## config.mk

```make
export PLATFORM = sky130hd
export DESIGN_NAME = wb_stage
export DESIGN_NICKNAME = d
export VERILOG_FILES = /design/src/rtl/wb_stage_pkg.sv /design/src/rtl/wb_stage_cp0.sv /design/src/rtl/wb_stage.sv
export SDC_FILE = /design/constraint.sdc
export NUM_CORES = 1
export LEC_CHECK = 0
export ABC_AREA = 1
export CAP_MARGIN = 20
export CORE_MARGIN = 2
export CORE_UTILIZATION = 42
export CTS_CLUSTER_DIAMETER = 50
export DETAILED_ROUTE_END_ITERATION = 10
export PLACE_DENSITY_LB_ADDON = 0.2
export SLEW_MARGIN = 40
export SYNTH_ARGS = -nofsm -noshare
export SYNTH_HDL_FRONTEND = slang
export SYNTH_SLANG_ARGS = --single-unit
```

## constraint.sdc

```tcl
create_clock -name clock -period 4.4 [get_ports clock]
set_input_delay 0.44 -clock clock [delete_from_list [all_inputs] [get_ports clock]]
set_output_delay 0.44 -clock clock [all_outputs]
set_load 0.02 [all_outputs]
```

## src/rtl/wb_stage_pkg.sv

```systemverilog
`default_nettype none
// ============================================================================
//  Packages : io_stage_params, wb_stage_params
//  Brief    : Shared types for the IO->WB handoff and the WB stage outputs,
//             CP0 selector / field constants and exception codes.
//  Revision : 1.0  initial release
// ============================================================================

package io_stage_params;

    // Instruction leaving the IO (memory) stage towards WB.
    typedef struct packed {
        logic        valid;
        logic [31:0] program_count;
        logic [31:0] final_result;
        logic [4:0]  rf_write_address;
        logic        rf_write_enabled;
        logic [3:0]  rf_write_strobe;
        logic [4:0]  cp0_address_register;
        logic [2:0]  cp0_select;
        logic        move_from_cp0;
        logic        move_to_cp0;
        logic        exception_valid;
        logic        in_delay_slot;
        logic        eret_flush;
        logic [4:0]  exception_code;
    } IOToWBData;

endpackage

package wb_stage_params;

    typedef struct packed {
        logic        exception_valid;
        logic        eret_flush;
        logic [31:0] target_pc;
        logic        interrupt_pending;
    } WBExceptionBus;

    typedef struct packed {
        logic        valid;
        logic [4:0]  write_register;
        logic [3:0]  write_strobe;
        logic [31:0] write_data;
    } WBToIDBackPassData;

    // CP0 selectors, encoded as {register, select}.
    localparam logic [7:0] c_cp0_count   = {5'd9,  3'd0};
    localparam logic [7:0] c_cp0_compare = {5'd11, 3'd0};
    localparam logic [7:0] c_cp0_status  = {5'd12, 3'd0};
    localparam logic [7:0] c_cp0_cause   = {5'd13, 3'd0};
    localparam logic [7:0] c_cp0_epc     = {5'd14, 3'd0};

    // Exception codes.
    localparam logic [4:0] c_exc_int  = 5'd0;
    localparam logic [4:0] c_exc_adel = 5'd4;
    localparam logic [4:0] c_exc_ades = 5'd5;
    localparam logic [4:0] c_exc_sys  = 5'd8;
    localparam logic [4:0] c_exc_bp   = 5'd9;
    localparam logic [4:0] c_exc_ri   = 5'd10;
    localparam logic [4:0] c_exc_ov   = 5'd12;

    // Status field positions.
    localparam int c_status_ie_bit  = 0;
    localparam int c_status_exl_bit = 1;
    localparam int c_status_im_lo   = 8;
    localparam int c_status_im_hi   = 15;

    // Cause field positions.
    localparam int c_cause_exc_lo = 2;
    localparam int c_cause_exc_hi = 6;
    localparam int c_cause_ip_lo  = 8;
    localparam int c_cause_ip_hi  = 15;
    localparam int c_cause_ti_bit = 30;
    localparam int c_cause_bd_bit = 31;

endpackage

`default_nettype wire

```

## src/rtl/wb_stage_cp0.sv

```systemverilog
`default_nettype none
// ============================================================================
//  Module   : cp0_register_file
//  Brief    : CP0 Status/Cause/EPC (and optional Count/Compare timer),
//             interrupt sampling, pending-interrupt detection and read mux.
//             Build option: define CP0_TIMER_EN to include Count/Compare.
//  Revision : 1.0  initial release
// ============================================================================
module cp0_register_file
    import wb_stage_params::*;
#(
    parameter logic [31:0] CP0_STATUS_RESET = 32'h0040_0000
) (
    input  logic        clock,
    input  logic        reset,
    input  logic [5:0]  hardware_interrupt,
    input  logic        exception_commit,
    input  logic [4:0]  exception_code,
    input  logic        in_delay_slot,
    input  logic [31:0] exception_pc,
    input  logic        eret_commit,
    input  logic        mtc0_write,
    input  logic [4:0]  cp0_address_register,
    input  logic [2:0]  cp0_select,
    input  logic [31:0] write_data,
    output logic [31:0] read_data,
    output logic [31:0] epc,
    output logic        interrupt_pending
);

    logic [7:0]  w_sel;
    logic        w_wr_status;
    logic        w_wr_cause;
    logic        w_wr_epc;
    logic [31:0] r_status;
    logic        r_cause_bd;
    logic [4:0]  r_cause_exc;
    logic [5:0]  r_cause_ip_hw;
    logic [1:0]  r_cause_ip_sw;
    logic [31:0] r_epc;
    logic        w_ti;
    logic [31:0] w_count;
    logic [31:0] w_compare;
    logic [31:0] w_cause;
    logic [7:0]  w_ip;

    assign w_sel       = {cp0_address_register, cp0_select};
    assign w_wr_status = mtc0_write & (w_sel == c_cp0_status);
    assign w_wr_cause  = mtc0_write & (w_sel == c_cp0_cause);
    assign w_wr_epc    = mtc0_write & (w_sel == c_cp0_epc);

`ifdef CP0_TIMER_EN
    logic        w_wr_count;
    logic        w_wr_compare;
    logic        w_timer_match;
    logic [31:0] r_count;
    logic [31:0] r_compare;
    logic        r_tick;
    logic        r_ti;

    assign w_wr_count    = mtc0_write & (w_sel == c_cp0_count);
    assign w_wr_compare  = mtc0_write & (w_sel == c_cp0_compare);
    // A match only counts on a real increment; a software Count write overrides the tick.
    assign w_timer_match = r_tick & ~w_wr_count & ((r_count + 32'd1) == r_compare);

    // Half-rate Count, Compare register and sticky timer interrupt (Compare write clears it).
    always_ff @(posedge clock or posedge reset) begin
        if (reset) begin
            r_count   <= 32'd0;
            r_compare <= 32'd0;
            r_tick    <= 1'b0;
            r_ti      <= 1'b0;
        end else begin
            if (w_wr_count) begin
                r_count <= write_data;
                r_tick  <= 1'b0;
            end else begin
                r_tick <= ~r_tick;
                if (r_tick) begin
                    r_count <= r_count + 32'd1;
                end
            end
            if (w_wr_compare) begin
                r_compare <= write_data;
            end
            if (w_wr_compare) begin
                r_ti <= 1'b0;
            end else if (w_timer_match) begin
                r_ti <= 1'b1;
            end
        end
    end

    assign w_ti      = r_ti;
    assign w_count   = r_count;
    assign w_compare = r_compare;
`else
    assign w_ti      = 1'b0;
    assign w_count   = 32'd0;
    assign w_compare = 32'd0;
`endif

    // Status: exception entry sets EXL, ERET clears it, MTC0 updates IM/EXL/IE.
    always_ff @(posedge clock or posedge reset) begin
        if (reset) begin
            r_status <= CP0_STATUS_RESET;
        end else if (exception_commit) begin
            r_status[c_status_exl_bit] <= 1'b1;
        end else begin
            if (eret_commit) begin
                r_status[c_status_exl_bit] <= 1'b0;
            end
            if (w_wr_status) begin
                r_status[c_status_im_hi:c_status_im_lo] <= write_data[c_status_im_hi:c_status_im_lo];
                r_status[c_status_exl_bit]              <= write_data[c_status_exl_bit];
                r_status[c_status_ie_bit]               <= write_data[c_status_ie_bit];
            end
        end
    end

    // Cause/EPC: sample interrupt lines each cycle; record exception context; MTC0 updates.
    always_ff @(posedge clock or posedge reset) begin
        if (reset) begin
            r_cause_bd    <= 1'b0;
            r_cause_exc   <= 5'd0;
            r_cause_ip_hw <= 6'd0;
            r_cause_ip_sw <= 2'd0;
            r_epc         <= 32'd0;
        end else begin
            r_cause_ip_hw <= {hardware_interrupt[5] | w_ti, hardware_interrupt[4:0]};
            if (exception_commit) begin
                // A nested exception (EXL already set) keeps the original EPC/BD.
                if (!r_status[c_status_exl_bit]) begin
                    r_epc      <= in_delay_slot ? (exception_pc - 32'd4) : exception_pc;
                    r_cause_bd <= in_delay_slot;
                end
                r_cause_exc <= exception_code;
            end else begin
                if (w_wr_cause) begin
                    r_cause_ip_sw <= write_data[c_cause_ip_lo+1:c_cause_ip_lo];
                end
                if (w_wr_epc) begin
                    r_epc <= write_data;
                end
            end
        end
    end

    assign w_ip    = {r_cause_ip_hw, r_cause_ip_sw};
    assign w_cause = {r_cause_bd, w_ti, 14'd0, w_ip, 1'b0, r_cause_exc, 2'b00};

    assign interrupt_pending = (|(w_ip & r_status[c_status_im_hi:c_status_im_lo]))
                             & r_status[c_status_ie_bit]
                             & ~r_status[c_status_exl_bit];

    assign epc = r_epc;

    // CP0 read mux; unimplemented selectors read as zero.
    always_comb begin
        read_data = 32'd0;
        case (w_sel)
            c_cp0_status:  read_data = r_status;
            c_cp0_cause:   read_data = w_cause;
            c_cp0_epc:     read_data = r_epc;
            c_cp0_count:   read_data = w_count;
            c_cp0_compare: read_data = w_compare;
            default:       read_data = 32'd0;
        endcase
    end

endmodule

`default_nettype wire

```

## src/rtl/wb_stage.sv

```systemverilog
`default_nettype none
// ============================================================================
//  Module   : wb_stage
//  Brief    : Final MIPS pipeline stage: register-file commit with byte
//             strobes, precise exception / ERET flush, CP0 ownership,
//             debug trace and ID back-pass.
//             Build option: CP0_TIMER_EN (Count/Compare timer in CP0).
//  Revision : 1.0  initial release
// ============================================================================
module wb_stage
    import io_stage_params::*;
    import wb_stage_params::*;
#(
    parameter logic [31:0] EXCEPTION_ENTRY  = 32'hBFC0_0380,
    parameter logic [31:0] CP0_STATUS_RESET = 32'h0040_0000
) (
    input  logic              clock,
    input  logic              reset,
    input  IOToWBData         io_to_wb_bus,
    input  logic [5:0]        hardware_interrupt,
    output logic              wb_allow_in,
    output WBExceptionBus     wb_exception_bus,
    output WBToIDBackPassData wb_to_id_back_pass_bus,
    output logic [3:0]        register_file_write_enable,
    output logic [4:0]        register_file_write_address,
    output logic [31:0]       register_file_write_data,
    output logic [31:0]       debug_wb_pc,
    output logic [3:0]        debug_wb_rf_wen,
    output logic [4:0]        debug_wb_rf_wnum,
    output logic [31:0]       debug_wb_rf_wdata
);

    IOToWBData   r_bus;
    logic        w_wb_valid;
    logic        w_exception;
    logic        w_eret;
    logic        w_flush;
    logic        w_mtc0;
    logic        w_commit;
    logic [31:0] w_cp0_read_data;
    logic [31:0] w_epc;
    logic        w_interrupt_pending;
    logic [31:0] w_write_data;
    logic [3:0]  w_write_enable;

    assign wb_allow_in = 1'b1;

    // The latched bus's own valid bit is the stage-valid flag.
    assign w_wb_valid  = r_bus.valid;
    assign w_exception = w_wb_valid & r_bus.exception_valid;
    assign w_eret      = w_wb_valid & r_bus.eret_flush & ~r_bus.exception_valid;
    assign w_flush     = w_exception | w_eret;
    assign w_mtc0      = w_wb_valid & r_bus.move_to_cp0 & ~r_bus.exception_valid;
    assign w_commit    = w_wb_valid & r_bus.rf_write_enabled & ~r_bus.exception_valid;

    // Stage register: accept from IO; a flush leaving WB kills whatever arrives with it.
    always_ff @(posedge clock or posedge reset) begin
        if (reset) begin
            r_bus <= '0;
        end else if (w_flush) begin
            r_bus.valid <= 1'b0;
        end else if (wb_allow_in) begin
            if (io_to_wb_bus.valid) begin
                r_bus <= io_to_wb_bus;
            end else begin
                r_bus.valid <= 1'b0;
            end
        end
    end

    cp0_register_file #(
        .CP0_STATUS_RESET (CP0_STATUS_RESET)
    ) u_cp0 (
        .clock                (clock),
        .reset                (reset),
        .hardware_interrupt   (hardware_interrupt),
        .exception_commit     (w_exception),
        .exception_code       (r_bus.exception_code),
        .in_delay_slot        (r_bus.in_delay_slot),
        .exception_pc         (r_bus.program_count),
        .eret_commit          (w_eret),
        .mtc0_write           (w_mtc0),
        .cp0_address_register (r_bus.cp0_address_register),
        .cp0_select           (r_bus.cp0_select),
        .write_data           (r_bus.final_result),
        .read_data            (w_cp0_read_data),
        .epc                  (w_epc),
        .interrupt_pending    (w_interrupt_pending)
    );

    assign w_write_data   = r_bus.move_from_cp0 ? w_cp0_read_data : r_bus.final_result;
    assign w_write_enable = {4{w_commit}} & r_bus.rf_write_strobe;

    assign register_file_write_enable  = w_write_enable;
    assign register_file_write_address = r_bus.rf_write_address;
    assign register_file_write_data    = w_write_data;

    assign debug_wb_pc       = r_bus.program_count;
    assign debug_wb_rf_wen   = w_write_enable;
    assign debug_wb_rf_wnum  = r_bus.rf_write_address;
    assign debug_wb_rf_wdata = w_write_data;

    // Flush request towards the upstream stages; exception takes priority over ERET.
    always_comb begin
        wb_exception_bus                   = '0;
        wb_exception_bus.exception_valid   = w_exception;
        wb_exception_bus.eret_flush        = w_eret;
        wb_exception_bus.interrupt_pending = w_interrupt_pending;
        if (w_exception) begin
            wb_exception_bus.target_pc = EXCEPTION_ENTRY;
        end else if (w_eret) begin
            wb_exception_bus.target_pc = w_epc;
        end
    end

    // Pending register write exposed to ID for forwarding and interlock.
    always_comb begin
        wb_to_id_back_pass_bus                = '0;
        wb_to_id_back_pass_bus.valid          = w_wb_valid & r_bus.rf_write_enabled;
        wb_to_id_back_pass_bus.write_register = r_bus.rf_write_address;
        wb_to_id_back_pass_bus.write_strobe   = r_bus.rf_write_strobe;
        wb_to_id_back_pass_bus.write_data     = w_write_data;
    end

endmodule

`default_nettype wire

```

==> Yosys cells after proc, flatten, opt, wreduce, memory -nomap -nowiden <==
Index checks and enable logic that the tools add are counted.
{ "classes": {"addsub": 1, "multipliers": 0, "n_div": 0, "n_lt_le_gt_ge": 0, "eq_ne": 4, "n_shift": 0, "mux": 13, "n_bitwise": 19, "n_reduce_logical": 8} }
{ "ops": {"columns": ["cell", "count"], "rows": [
  ["2-to-1 mux 32 bit", 7],
  ["case mux 32 bit (3 select lines)", 1],
  ["subtractor 32 x 3 -> 32 bit (second input constant)", 1],
  ["== test 8 x 7 -> 1 bit (second input constant)", 3],
  ["AND 1 bit", 12],
  ["AND reduction 2 bit", 5],
  ["AND 8 bit", 1],
  ["OR reduction 8 bit", 1],
  ["AND 4 bit", 1],
  ["2-to-1 mux 1 bit", 4],
  ["inverter 1 bit", 4],
  ["nonzero test 3 bit", 1],
  ["2-to-1 mux 2 bit", 1],
  ["!= test 2 bit (second input constant)", 1],
  ["nonzero test 2 bit", 1],
  ["OR 1 bit", 1]
]} }
{ "word_totals": {"register_bits": 149, "latchBits": 0, "ramBits": 0, "romBits": 0, "input_bits": 101, "wordCells": 67, "memories": 0} }

==> Longest topological paths before layout <==
{ "logic_depth": {"word_depth": 5, "depth_mapped": 12} }

==> By module <==
Synthesis repeated with hierarchy kept, for this count alone.
{ "unflattened": {"cells_unflattened": 1249, "hier_area_um2": 9220.1} }
{ "modules_own_cells": {"columns": ["mod", "n_inst", "cells_each", "area_each_um2"], "rows": [
  ["wb_stage", 1, 650, 5290.1],
  ["cp0_register_file", 1, 599, 3930.0]
]} }

==> Worst setup path after synthesis <==
No wires, ideal clock.
{ "synth_timing": {"path_kind": "reg2out", "startpoint": "register r_bus[10] in the netlist's numbering", "endpoint": "output register_file_write_data[26]", "arrival_ns": 1.757, "setup_slack_ns": 2.203, "path_stages_with_launch": 8, "path_cell_list": "dfrtp_1 -> nor2_1 -> nand2_1 -> nor3_2 -> buf_2 -> nand3_1 -> o21ai_0 -> buf_4"} }
{ "synth_via": {"elab_chain_cells": 3} }
{ "synth_lines": {"columns": ["element", "line", "text"], "rows": [
  ["start, declared", "wb_stage.sv:33", "IOToWBData r_bus;"],
  ["start signal, assigned", "wb_stage.sv:64", "r_bus <= io_to_wb_bus;"],
  ["== test 8 x 7 -> 1 bit", "wb_stage_cp0.sv:161", "case (w_sel)"],
  ["case mux 32 bit (3 select lines) *", "wb_stage_cp0.sv:161", null],
  ["2-to-1 mux 32 bit *", "wb_stage.sv:91", "assign w_write_data = r_bus.move_from_cp0 ? w_cp0_read_data : r_bus.final_result;"],
  ["end, declared", "wb_stage.sv:26", "output logic [31:0] register_file_write_data,"]
]} }
Mark *: on every way between the ends. The rest lies on a longest branch, timed or not.

==> Final worst setup path <==
{ "layout_timing": {"startpoint": "register r_bus[10] in the netlist's numbering", "endpoint": "output register_file_write_data[2]"} }
The elaborated chain is that of the path after synthesis.

==> flow_summary_export.csv <==
group,metric,value,unit
route,dr.pass1.iters,5,
route,remaining_drc_errors,0,
die,die_h,148,um
sta,final_max_slew_viol_count,0,
global_routing,grt_max_degree,89,
die,start_util,0.429,
cts,h-tree-depth,4,
route,dr_wl_met3,1870,um
die,rows,52,
final_layout,layout-drive-gt1-share,0.0499,
hold_path,hold_path.class,"primary input to asynchronous set/reset pin",
power_and_ir_drop,leakage,5.23,nW
critical_path,cp.required,3.96,ns
outcome,status,"finished, final reports clean",
sta,clock.fmax,302,MHz
critical_path,critical_path_class,"flop to output port",
global_routing,grt_pass1_wl,40600,um
power_and_ir_drop,pwr_density_cell,565,mW/mm^2
placement,dpl.hpwl,19200,um
route,drtIter0Drc,525,
critical_path,cp_slowest_stage_delay,0.62,ns
cts,cts_resized,0,
route,wl_met1,11800,um
die,core_area,0.0203,mm^2
cts,clockBufferDepth,2,
flow_run,maxCapViolations,0,
route,wirelength,25900,um
cts,cts_tree,"yes",
critical_path,critPathMaxFanout,9,
cts,cts.sinks,149,
die,num_io_pins,293,
critical_path,cp_slowest_cell,"clkdlybuf4s50_1",
sta,rsz0062_at_grt,"no",
critical_path,cpMostUsedCell,"nand2_1",
synthesis,syn_inst,1202,
sta,final.min_clock_period,3.31,ns
placement,port_buffers,291,
route,avgViaCountPerCell,4.89,
die,dieArea,0.0219,mm^2
global_routing,grt_pass1_vias,7497,
route,routed.top_layer,"met4",
power_and_ir_drop,peakVddDrop,356,uV
sta,tns,0,ns
global_routing,antenna_found_initial,0,
route,post_drt_wl_per_cell,15.9,um
sta,skew,0.00942,ns
final_layout,final_util,0.569,
synthesis,ys_ff_latch,149,
global_routing,overflow,0,
synthesis,yosysSeqAreaShare,0.428,
synthesis,syn_avg_cell_area,7.25,um^2
global_routing,grtUsageTotal,0.237,
sta,setup_violations,0,
cts,postCtsSetupRepairBufs,0,
synthesis,yosysUniqueCellTypes,31,
critical_path,startpoint_type,"flop",
sta,finalHoldViolCount,0,
critical_path,end_kind,"output port",
final_layout,antenna_cells,0,
synthesis,ys_warn_count,22,
synthesis,syn-cell-area,0.00871,mm^2
cts,clk_latency,0.42,ns
die,die_x,148,um
sta,finalCritPeriodShare,0.752,
route,routed-wl-met2,11900,um
placement,gp_congestion,0.880,
final_layout,syn2layout_area_growth,32.7,%
cts,numCtsBuffers,17,
critical_path,critPathArrivalTime,2.87,ns
sta,max_slew_margin,0.486,
cts,clkTransAtPathRegs,0.07,ns
final_layout,nFillCells,1957,
final_layout,fin_nets,1451,
route,num_vias,7986,
route,ant_nets,0,
cts,cts-root-buf,"clkbuf_16",
sta,tightestPinTransition,0.764,ns
critical_path,path_cells,"nor4_4 > nand2_1 > o22ai_1 > nand2_1 > nand2_1 > clkdlybuf4s50_1",
cts,cts_hold_buf,0,
synthesis,synth_nets,1304,
layout make-up:
cell class                      count  area [um^2]  share of cell area
Inverter                          125          477              0.0412
Timing Repair Buffer              300         3030               0.262
Multi-Input combinational cell    756         3340               0.289
Clock inverter                     15          219              0.0189
Tap cell                          270          338              0.0292
Clock buffer                       17          425              0.0368
Sequential cell                   149         3730               0.323
kinds of logic after synthesis:
group / count (synthesis) / share of synthesized area
compound gates: 181 / 0.112
other cells: 1 / 0.000430
xor+xnor: 4 / 0.00402
buf+inv: 297 / 0.188
flops: 149 / 0.428
fa+ha+maj: 1 / 0.00144
simple gates: 569 / 0.266
metal layers:
| layer | GRT usage | vias to the layer above |
|---|---|---|
| li1 | - | 3950 |
| met1 | 0.341 | 3718 |
| met2 | 0.368 | 299 |
| met3 | 0.0485 | 19 |
| met4 | 0.0571 | 0 |
| met5 | 0 | - |
stage by stage:
step	power (mW)	area, um^2	cells	hold WS [ns]	setup WS (ns)
after floorplan	4.02	8720	1202	0.449	2.09
after global placement	4.91	10900	1599	0.470	1.50
after detailed placement	4.95	10900	1600	0.466	1.58
after CTS	6.57	11600	1632	0.359	1.09
after global routing	6.93	11600	1632	0.388	0.915
final	6.53	11600	1632	0.359	1.09
critical path, delay by kind of cell (launching register included):
kind,cells,cell delay [ns]
compound gates,1,0.24
buf+inv,1,0.62
flops,1,0.44
simple gates,4,1.15
worst paths after layout:
| check | start | to | slack [ns] | cells after the start |
|---|---|---|---|---|
| hold / removal | reset | debug_wb_pc[12] | 0.36 | 2 |
| hold reg to reg | r_bus[2] | r_bus[2] | 0.48 | 2 |
| max in group asynchronous | reset | r_bus[9] | 3.00 | 4 |
| setup reg to reg | w_wb_valid | u_cp0.epc[12] | 1.33 | 9 |
| setup / recovery | r_bus[10] | register_file_write_data[2] | 1.09 | 6 |
| min in group clock | hardware_interrupt[0] | u_cp0.r_cause_ip_hw[0] | 0.46 | 1 |
state kept, by name, summed over array words and instances, names as in the netlist:
| name | cells |
|---|---|
| u_cp0.r_cause_bd | 1 |
| r_bus | 51 |
| u_cp0.r_status | 10 |
| w_wb_valid | 1 |
| debug_wb_pc | 32 |
| u_cp0.r_cause_ip_sw | 2 |
| wb_to_id_back_pass_bus | 4 |
| debug_wb_rf_wnum | 5 |
| u_cp0.r_cause_ip_hw | 6 |
| u_cp0.r_cause_exc | 5 |
| u_cp0.epc | 32 |
synthesized netlist by cell type (all sizes together):
library cell / number / share of area
a221oi: 2 / 0.0020
nor3: 5 / 0.0047
clkbuf: 14 / 0.0060
conb: 1 / 0.00043
nor2: 90 / 0.040
nand3: 82 / 0.048
clkinv: 1 / 0.00043
a21oi: 22 / 0.017
dfrtp: 149 / 0.43
buf: 158 / 0.13
nand2: 386 / 0.17
xor2: 4 / 0.0040
ha: 1 / 0.0014
o211ai: 6 / 0.0052
nor4: 1 / 0.0024
inv: 124 / 0.053
o21ai: 144 / 0.083
o22ai: 7 / 0.0050
nand4: 5 / 0.0036
cells in the final DEF (no fill, tap or decap), types with 2 or more instances in the layout:
cell and n:
nand3_2 2, clkinv_4 4, bufinv_16 4, a21oi_1 11, xor2_1 4, clkdlybuf4s50_1 291
buf_12 2, o211ai_1 6, o22ai_1 7, clkinvlp_4 3, a21oi_2 11, buf_4 6
dfrtp_1 148, nor2_1 88, o21ai_1 3, clkbuf_16 17, nand4_1 5, inv_1 117
inv_6 3, a221oi_1 2, inv_2 4, inv_8 2, nand3_1 80, o21ai_0 141
nand2_1 385, nor3_1 3
where the power goes:
group | leakage [nW] | internal, mW | switching, mW
clock | 0.308 | 0.967 | 0.635
sequential | 1.85 | 1.77 | 0.373
combinational | 3.07 | 1.13 | 1.65
Power figures use the tool's default switching activity.
==> edit (same settings) <==
`c_cause_ip_lo`: 8 -> 9.
--- a/src/rtl/wb_stage_pkg.sv
+++ b/src/rtl/wb_stage_pkg.sv
@@ -71,3 +71,3 @@
     localparam int c_cause_exc_hi = 6;
-    localparam int c_cause_ip_lo  = 8;
+    localparam int c_cause_ip_lo  = 9;
     localparam int c_cause_ip_hi  = 15;
Function: changed (Yosys sat finds a counterexample within 4 cycles, from zero or initial values and one cycle with reset high).
==> edit against the unedited design <==
  * Design area down 0.52%
  * Wire length is 2.1% higher
  * Setup slack got worse by 0.028 ns
  * Critical path depth is 2 higher
  * Register-to-register slack better by 0.16 ns
  * Worst hold slack gained 0.046 ns
  * Combinational power grew 1%
  * Power fell by 2.4%
  * Core utilization fell by 0.30 points
  * Sequential cell count did not move
  * Area after synthesis is 0.22% lower
==> edit: results (changes against the unedited design) <==
- The routability congestion estimate from global placement is 0.885 (+0.55%).
- The number of placed instances, taps included came to 1599 (-0.063%).
- The mean routed wirelength per cell is 16.2 um (+2.1%).
- The clock latency of the later-clocked register in the worst-skew pair is 0.44 ns (+0.02 ns).
- The largest stage delay on the critical path came to 0.55 ns (-0.07 ns).
- The global router's overall resource usage was 24.1% (+0.45 points).
- The first-pass GRT wire length is 41.1 mm (+1.0%).
- The worst-path maximum fanout is 18 (+9).
- The transition at the pin with the smallest max-transition slack is 0.705 ns (-0.0581 ns).
- The run finished with clean final reports.
- Yosys attributes the largest share of cell area to dfrtp_1 (43%), nand2_1 (16%), buf_4 (11%), o21ai_0 (8.1%), inv_1 (5.1%).
- The setup skew after layout is 0.0127 ns (+0.00331 ns).
- The cell area after placement is 10900 um2 (-0.22%).
- The leakage power summed over all cells is 0.00518 uW (-1.0%).
- The end point of the critical path is register_file_write_data[6].
- The met3 track demand over resource in global routing is 5.59% (+0.74 points).
- The ratio of cells with drive above 1 in the final layout was 5.21% (+0.22 points).
- The met1 capacity usage during global routing was 33.7% (-0.38 points).
- The final routed wirelength across all metal layers came to 26.5 mm (+2.1%).
- The via count normalized by instance count is 4.92 (+0.64%).
- The largest net degree at the start of global routing was 150 (+69%).
- The portion of the post-synthesis area used by sequential elements was 42.9% (+0.092 points).
- The met2 usage in global routing came to 38.0% (+1.2 points).
- The maximum ir drop on the vdd rail is 0.249 mV (-30%).
- The setup slack at placement is 1.35 ns (-0.229 ns).
- Ranked by instance count, the synthesized netlist is headed by nand2_1 (381), dfrtp_1 (149), o21ai_0 (140).
- The setup slack of the most critical reg-to-reg path is 1.49 ns (+0.16 ns).
-- edit: changes by cell type after synthesis, moves of 2 or more --
cell	delta
nand2_1	-4
buf_2	-3
o21ai_1	+4
clkbuf_1	+4
nor2_1	-2
a21oi_1	-2
-- edit: cells by family (layout without fill, tap and decap cells) --
logic type | Yosys count | in the layout | synth area share [%]
simple gates | 566 | 566 | 26.5
buf+inv | 298 | 459 | 18.7
compound gates | 182 | 182 | 11.3
flops | 149 | 149 | 42.9
xor+xnor | 4 | 4 | 0.403
fa+ha+maj | 1 | 1 | 0.144
other cells | 1 | 1 | 0.0431
-- edit: worst register-to-register path: cells and delay by family (launching register included) --
family | cells | cell delay, ns
compound gates | 1 | 0.32
buf+inv | 3 | 1.32
flops | 1 | 0.39
simple gates | 5 | 0.81
-- edit: area by class of cell --
type	instances	area, um2
fill	1938	8800
sequential	149	3730
multi-input combinational	754	3350
timing repair buffer	301	3030
inverter	126	480
clock buffer	18	429
tap	270	338
clock inverter	14	143
-- edit: through the flow --
stage / util (%) / hold WS (ns) / power (uW)
2_1_floorplan: - / 0.449 / 4020
3_3_place_gp: 53.6 / 0.459 / 4900
3_5_place_dp: 53.6 / 0.466 / 4940
4_1_cts: 56.5 / 0.436 / 6400
5_1_grt: 56.7 / 0.436 / 6760
6_report: 56.7 / 0.405 / 6370
-- edit: power breakdown --
group	switching [uW]	total [uW]	internal, uW
Clock	649	1440	793
Combinational	1690	2820	1130
Sequential	335	2110	1770
Total	2680	6370	3700
-- edit: per-layer routing --
metal  part of all wire, %  vias up  wire length (um)
li1                      -     3952                 -
met1                    45     3780             12000
met2                    46      284             12200
met3                   7.2       21              1900
met4                   1.3        0               354
met5                     0        -                 0
